--- src/rtl/spi_master_if.sv ---
// Host-side request/response bundle for the SPI master: transfer start,
// speed select, tx/rx bytes, chip-select write strobe and status.
interface spi_master_if;
    logic       start;
    logic       slow;
    logic [7:0] tx;
    logic       csWr;
    logic       csD;
    logic [7:0] rx;
    logic       busy;
    logic       done;

    modport master (
        output start, slow, tx, csWr, csD,
        input  rx, busy, done
    );

    modport slave (
        input  start, slow, tx, csWr, csD,
        output rx, busy, done
    );
endinterface

--- src/rtl/spi_master.sv ---
// SPI mode-0 byte master for an SD card: MSB first, selectable half-period
// (fast/slow), software chip select, one-cycle done pulse per byte.
module spi_master #(
    parameter int FASTDIV = 2,
    parameter int SLOWDIV = 70
) (
    input  logic         clock,
    input  logic         reset,
    spi_master_if.slave  bus,
    output logic         cs,
    output logic         ck,
    output logic         mosi,
    input  logic         miso
);

    localparam int MAXDIV = (FASTDIV > SLOWDIV) ? FASTDIV : SLOWDIV;
    localparam int CW     = (MAXDIV > 1) ? $clog2(MAXDIV) : 1;

    typedef enum logic [1:0] {IDLE, LOW, HIGH} state_t;

    state_t        state_q, state_d;
    logic [CW-1:0] cnt_q, cnt_d;
    logic [CW-1:0] half_q, half_d;
    logic [2:0]    bit_q, bit_d;
    logic [7:0]    shift_q, shift_d;
    logic [7:0]    rx_q, rx_d;
    logic          busy_q, busy_d;
    logic          done_q, done_d;
    logic          cs_q, cs_d;
    logic          ck_q, ck_d;
    logic          mosi_q, mosi_d;
    logic          phaseEnd;

    // half_q holds N-1, so a phase ends when the counter reaches it
    assign phaseEnd = (cnt_q == half_q);

    always_ff @(posedge clock or posedge reset) begin
        if (reset) begin
            state_q <= IDLE;
            cnt_q   <= '0;
            half_q  <= '0;
            bit_q   <= '0;
            shift_q <= '0;
            rx_q    <= '0;
            busy_q  <= 1'b0;
            done_q  <= 1'b0;
            cs_q    <= 1'b1;
            ck_q    <= 1'b0;
            mosi_q  <= 1'b1;
        end else begin
            state_q <= state_d;
            cnt_q   <= cnt_d;
            half_q  <= half_d;
            bit_q   <= bit_d;
            shift_q <= shift_d;
            rx_q    <= rx_d;
            busy_q  <= busy_d;
            done_q  <= done_d;
            cs_q    <= cs_d;
            ck_q    <= ck_d;
            mosi_q  <= mosi_d;
        end
    end

    always_comb begin
        state_d = state_q;
        case (state_q)
            IDLE:    if (bus.start) state_d = LOW;
            LOW:     if (phaseEnd) state_d = HIGH;
            HIGH:    if (phaseEnd) state_d = (bit_q == 3'd7) ? IDLE : LOW;
            default: state_d = IDLE;
        endcase
    end

    always_comb begin
        cnt_d   = cnt_q;
        half_d  = half_q;
        bit_d   = bit_q;
        shift_d = shift_q;
        rx_d    = rx_q;
        busy_d  = busy_q;
        done_d  = 1'b0;
        cs_d    = cs_q;
        ck_d    = ck_q;
        mosi_d  = mosi_q;
        if (!busy_q && bus.csWr) cs_d = bus.csD;
        case (state_q)
            IDLE: begin
                if (bus.start) begin
                    busy_d  = 1'b1;
                    ck_d    = 1'b0;
                    mosi_d  = bus.tx[7];
                    shift_d = bus.tx;
                    cnt_d   = '0;
                    bit_d   = '0;
                    half_d  = bus.slow ? CW'(SLOWDIV - 1) : CW'(FASTDIV - 1);
                end
            end
            LOW: begin
                if (phaseEnd) begin
                    cnt_d   = '0;
                    ck_d    = 1'b1;
                    shift_d = {shift_q[6:0], miso};
                end else begin
                    cnt_d = cnt_q + 1'b1;
                end
            end
            HIGH: begin
                if (phaseEnd) begin
                    cnt_d = '0;
                    ck_d  = 1'b0;
                    // shift_q doubles as tx source (MSB) and rx sink (LSB)
                    if (bit_q == 3'd7) begin
                        mosi_d = 1'b1;
                        busy_d = 1'b0;
                        done_d = 1'b1;
                        rx_d   = shift_q;
                    end else begin
                        mosi_d = shift_q[7];
                        bit_d  = bit_q + 3'd1;
                    end
                end else begin
                    cnt_d = cnt_q + 1'b1;
                end
            end
            default: ;
        endcase
    end

    assign bus.rx   = rx_q;
    assign bus.busy = busy_q;
    assign bus.done = done_q;
    assign cs       = cs_q;
    assign ck       = ck_q;
    assign mosi     = mosi_q;

endmodule

--- src/flat_wrapper.sv ---
// flat-port wrapper written by rule: the top's interface ports become plain ports
module spi_master_flat 
#(
    parameter int FASTDIV = 2,
    parameter int SLOWDIV = 70
)
  (clock, reset, cs, ck, mosi, miso, bus_start, bus_slow, bus_tx, bus_csWr, bus_csD, bus_rx, bus_busy, bus_done);
  spi_master_if bus_i ();
  input  logic clock;
  input  logic reset;
  output logic cs;
  output logic ck;
  output logic mosi;
  input  logic miso;
  input wire logic [$bits(bus_i.start)-1:0] bus_start;
  input wire logic [$bits(bus_i.slow)-1:0] bus_slow;
  input wire logic [$bits(bus_i.tx)-1:0] bus_tx;
  input wire logic [$bits(bus_i.csWr)-1:0] bus_csWr;
  input wire logic [$bits(bus_i.csD)-1:0] bus_csD;
  output wire logic [$bits(bus_i.rx)-1:0] bus_rx;
  output wire logic [$bits(bus_i.busy)-1:0] bus_busy;
  output wire logic [$bits(bus_i.done)-1:0] bus_done;
  assign bus_i.start = bus_start;
  assign bus_i.slow = bus_slow;
  assign bus_i.tx = bus_tx;
  assign bus_i.csWr = bus_csWr;
  assign bus_i.csD = bus_csD;
  assign bus_rx = bus_i.rx;
  assign bus_busy = bus_i.busy;
  assign bus_done = bus_i.done;
  spi_master #(.FASTDIV(FASTDIV), .SLOWDIV(SLOWDIV)) u_core (.clock(clock), .reset(reset), .bus(bus_i), .cs(cs), .ck(ck), .mosi(mosi), .miso(miso));
endmodule
--- config.mk ---
export PLATFORM = sky130hd
export DESIGN_NAME = spi_master_flat
export DESIGN_NICKNAME = d
export VERILOG_FILES = /design/src/rtl/spi_master_if.sv /design/src/rtl/spi_master.sv /design/src/flat_wrapper.sv
export SDC_FILE = /design/constraint.sdc
export NUM_CORES = 1
export LEC_CHECK = 0
export ABC_AREA = 0
export BUFFER_PORTS_ARGS = -buffer_cell sky130_fd_sc_hd__buf_2
export CAP_MARGIN = 20
export CORE_MARGIN = 10
export CORE_UTILIZATION = 35
export DETAILED_ROUTE_END_ITERATION = 10
export PLACE_DENSITY = 0.58
export SYNTH_ARGS = -nofsm -noshare
export SYNTH_HDL_FRONTEND = slang
export SYNTH_SLANG_ARGS = --single-unit
--- constraint.sdc ---
create_clock -name clock -period 1.9 [get_ports clock]
set_input_delay 0.19 -clock clock [delete_from_list [all_inputs] [get_ports clock]]
set_output_delay 0.19 -clock clock [all_outputs]
set_load 0.05 [all_outputs]
==> run_results.csv <==
group,metric,value,unit
run_status,status,"finished, violations left",
run_status,violations,"negative hold slack",
logic_synthesis,synth-edff-count,0,
cts,cts_hold_buf,0,
sta,slew_violations,0,
min_path,min_path_type,"input port to asynchronous set/reset pin",
cts,cts_buffers,5,
cts,cts_tree,"yes",
global_route,grt_max_degree,36,
route,drc,0,
critical_path,crit_arrival,1.99,ns
sta,setup_viol,0,
cts,insertion_delay,0.28,ns
sta,fin_crit_sh,0.960,
critical_path,worstPathCellList,"nor4_4 > o211ai_4 > or2_2 > mux2_4",
die,fp.dieArea,8370,µm²
global_route,grt_pass1_wl,7.28,mm
die,design.core.area,4850,µm²
logic_synthesis,ys_types,43,
global_route,grt_pass1_vias,1426,
cells_and_area,fin_util,0.450,
cells_and_area,multi_input_area,865,µm²
logic_synthesis,postSynthCellCount,149,
route,antenna_left,0,
cts,path_clk_slew,0.07,ns
place,dpl_cell_area,2080,µm²
critical_path,max_stage_delay,0.45,ns
critical_path,crit_buf_inv,0,
logic_synthesis,syn_area,1790,µm²
place,hpwl,3.05,mm
flow_run,maxCapViolCount,0,
sta,slew-limit-headroom,0.703,
cts,root_buffer,"clkbuf_8",
cells_and_area,drive_gt1_frac,0.422,
die,die-height,91.5,µm
critical_path,critical_path_required,2.07,ns
logic_synthesis,seq_area_frac_synth,0.491,
die,start_util,0.369,
sta,rsz0062_at_grt,"no",
critical_path,criticalPathCategory,"flop to flop",
critical_path,critPathLaunchType,"flop",
critical_path,crit_family,"simple AND/OR/NAND/NOR gates",
die,ios,28,
cells_and_area,num_antenna_cells,0,
critical_path,cp-end-kind,"flop",
global_route,grtUsageTotal,0.104,
logic_synthesis,ys.flop_type,"dfrtp_1",
pwr,power,2.78,mW
sta,min_period,1.82,ns
route,drt_iter0_drc,113,
sta,hold_violations,5,
logic_synthesis,ys_ff_latch,35,
route,dr.pass1.iters,4,
route,wirelength,3.98,mm
cells_and_area,nNetsFinal,214,
logic_synthesis,synth_warnings,0,
sta,skew,0.00387,ns
global_route,antenna_found_initial,0,
logic_synthesis,syn_nets,172,
route,vias,1306,
die,fp.dieW,91.5,µm
cells_and_area,stdcell_area,2180,µm²
route,avgViaCountPerCell,5.04,
cts,htree_levels,2,
cells_and_area,area_growth,22.0,%
pwr,ir_drop,555,µV
die,std_cell_rows,25,
logic_synthesis,synth.avg_cell_area,12.0,µm²
logic_synthesis,async_flop_share,1.00,
sta,setup_tns,0,ns
cells_and_area,register_area,878,µm²
place,gp_congestion,0.812,
place,numPortBuffers,27,
cells_and_area,mostFrequentLayoutCells,"dfrtp_1, buf_2, buf_4, nor2_1, or3_1",
critical_path,cp_max_fo,9,
critical_path,critPathSlowestCell,"or2_2",
pwr,powerDensity,1270,nW/µm²
pwr,leakage,1.01,nW
sta,worstMarginPinSlew,0.445,ns
cts,clockBufferDepth,2,
cells_and_area,fill_cells,452,
cells_and_area,layout_commonest_cell,"dfrtp_1",
sta,max_freq,548,MHz
sta,whs,-0.00481,ns
cts,cts.sinks,35,
global_route,overflow,0,
route,wl_per_cell,15.4,µm
[per-stage QoR]
| step | std cells | hold WS, ns | setup WS (ns) |
|---|---|---|---|
| 3_5_place_dp | 251 | 0.314 | 0.0314 |
| 4_1_cts | 259 | 0.00583 | 0.0140 |
| 3_3_place_gp | 251 | 0.310 | 0.0754 |
| 6_report | 259 | -0.00481 | 0.0763 |
| 5_1_grt | 259 | 0.0369 | 0.00178 |
| 2_1_floorplan | 149 | 0.341 | 0.145 |
[power breakdown]
| group | total, mW | switching [mW] | internal [mW] |
|---|---|---|---|
| clock network | 0.551 | 0.259 | 0.292 |
| logic | 1.16 | 0.633 | 0.524 |
| registers | 1.07 | 0.139 | 0.932 |
| total | 2.78 | 1.03 | 1.75 |
[sequential cells by signal (all words and copies together) (netlist names)]
signal	cells
u_core.bus.rx	8
u_core.shift_q	8
u_core.cnt_q	7
u_core.bit_q	3
u_core.half_q	2
u_core.state_q	2
u_core.bus.busy	1
u_core.bus.done	1
u_core.ck	1
u_core.cs	1
u_core.mosi	1
[worst register-to-register path, stage by stage, from the launching register on]
cell      delay, ns
dfrtp_1        0.41
nor4_4         0.39
o211ai_4       0.12
or2_2          0.45
mux2_4         0.34
[final cells by class]
class	instances	area share
flip-flops and latches	35	0.403
well taps	67	0.0384
inverters	6	0.0103
clock buffers	7	0.0396
repair buffers	41	0.110
clock inverters	1	0.00229
multi-input cells	102	0.396
[synthesized netlist by cell type (2+ instances only)]
cell type / n / share of area
a21oi_1: 5 / 0.014
clkbuf_1: 5 / 0.010
dfrtp_1: 33 / 0.46
dfstp_2: 2 / 0.029
ha_1: 8 / 0.056
inv_1: 6 / 0.013
mux2_2: 4 / 0.025
mux2_4: 8 / 0.067
nand2_1: 7 / 0.015
nand2b_1: 2 / 0.0070
nand3_1: 2 / 0.0056
nand4_1: 3 / 0.010
nor2_1: 10 / 0.021
nor2b_1: 2 / 0.0070
nor3_1: 2 / 0.0056
o211ai_1: 2 / 0.0084
o21ai_0: 3 / 0.0084
o221a_2: 8 / 0.050
or3_1: 9 / 0.031
xnor2_1: 5 / 0.024
[path summary, 6_finish.rpt]
kind,start,end,slack (ns),cells past startpoint
max in group asynchronous,reset,u_core.mosi$_DFFE_PP1P_,1.57,3
hold reg to reg,u_core.half_q[0]$_DFFE_PP0P_,u_core.half_q[0]$_DFFE_PP0P_,0.51,1
min in group clock,bus_csD,u_core.cs$_DFFE_PP1P_,0.14,2
setup / recovery,u_core.cnt_q[3]$_DFFE_PP0P_,u_core.bus.rx[0]$_DFFE_PP0P_,0.08,4
hold / removal,reset,u_core.shift_q[1]$_DFFE_PP0P_,-0.005,3
setup reg to reg,u_core.cnt_q[3]$_DFFE_PP0P_,u_core.bus.rx[0]$_DFFE_PP0P_,0.08,4
[routing by layer]
metal | vias to the layer above | global-route usage | share of wire | wire (µm)
met5 | - | 0 | 0 | 0
met4 | 0 | 0.0392 | 0.016 | 65
met3 | 7 | 0.0412 | 0.072 | 286
met2 | 36 | 0.152 | 0.45 | 1780
met1 | 630 | 0.135 | 0.47 | 1860
li1 | 633 | - | - | -
[cell families (layout without fill, tap and decap cells)]
logic type	after synthesis	after routing	share of synthesized area
adders and majority gates	8	8	0.0560
AOI/OAI and AO/OA	29	29	0.141
buffers and inverters	12	55	0.0294
muxes	14	14	0.111
DFF	35	35	0.491
and+or+nand+nor	46	46	0.148
xor gates and xnor gates	5	5	0.0245
[repair_timing]
| item | CTS | global route |
|---|---|---|
| buffers inserted | 0 | 0 |
| resized for setup | 0 | 4 |
| endpoints found under the setup margin | 0 | 17 |
| endpoints found under the hold margin | 0 | 0 |
Power figures use the tool's default switching activity.
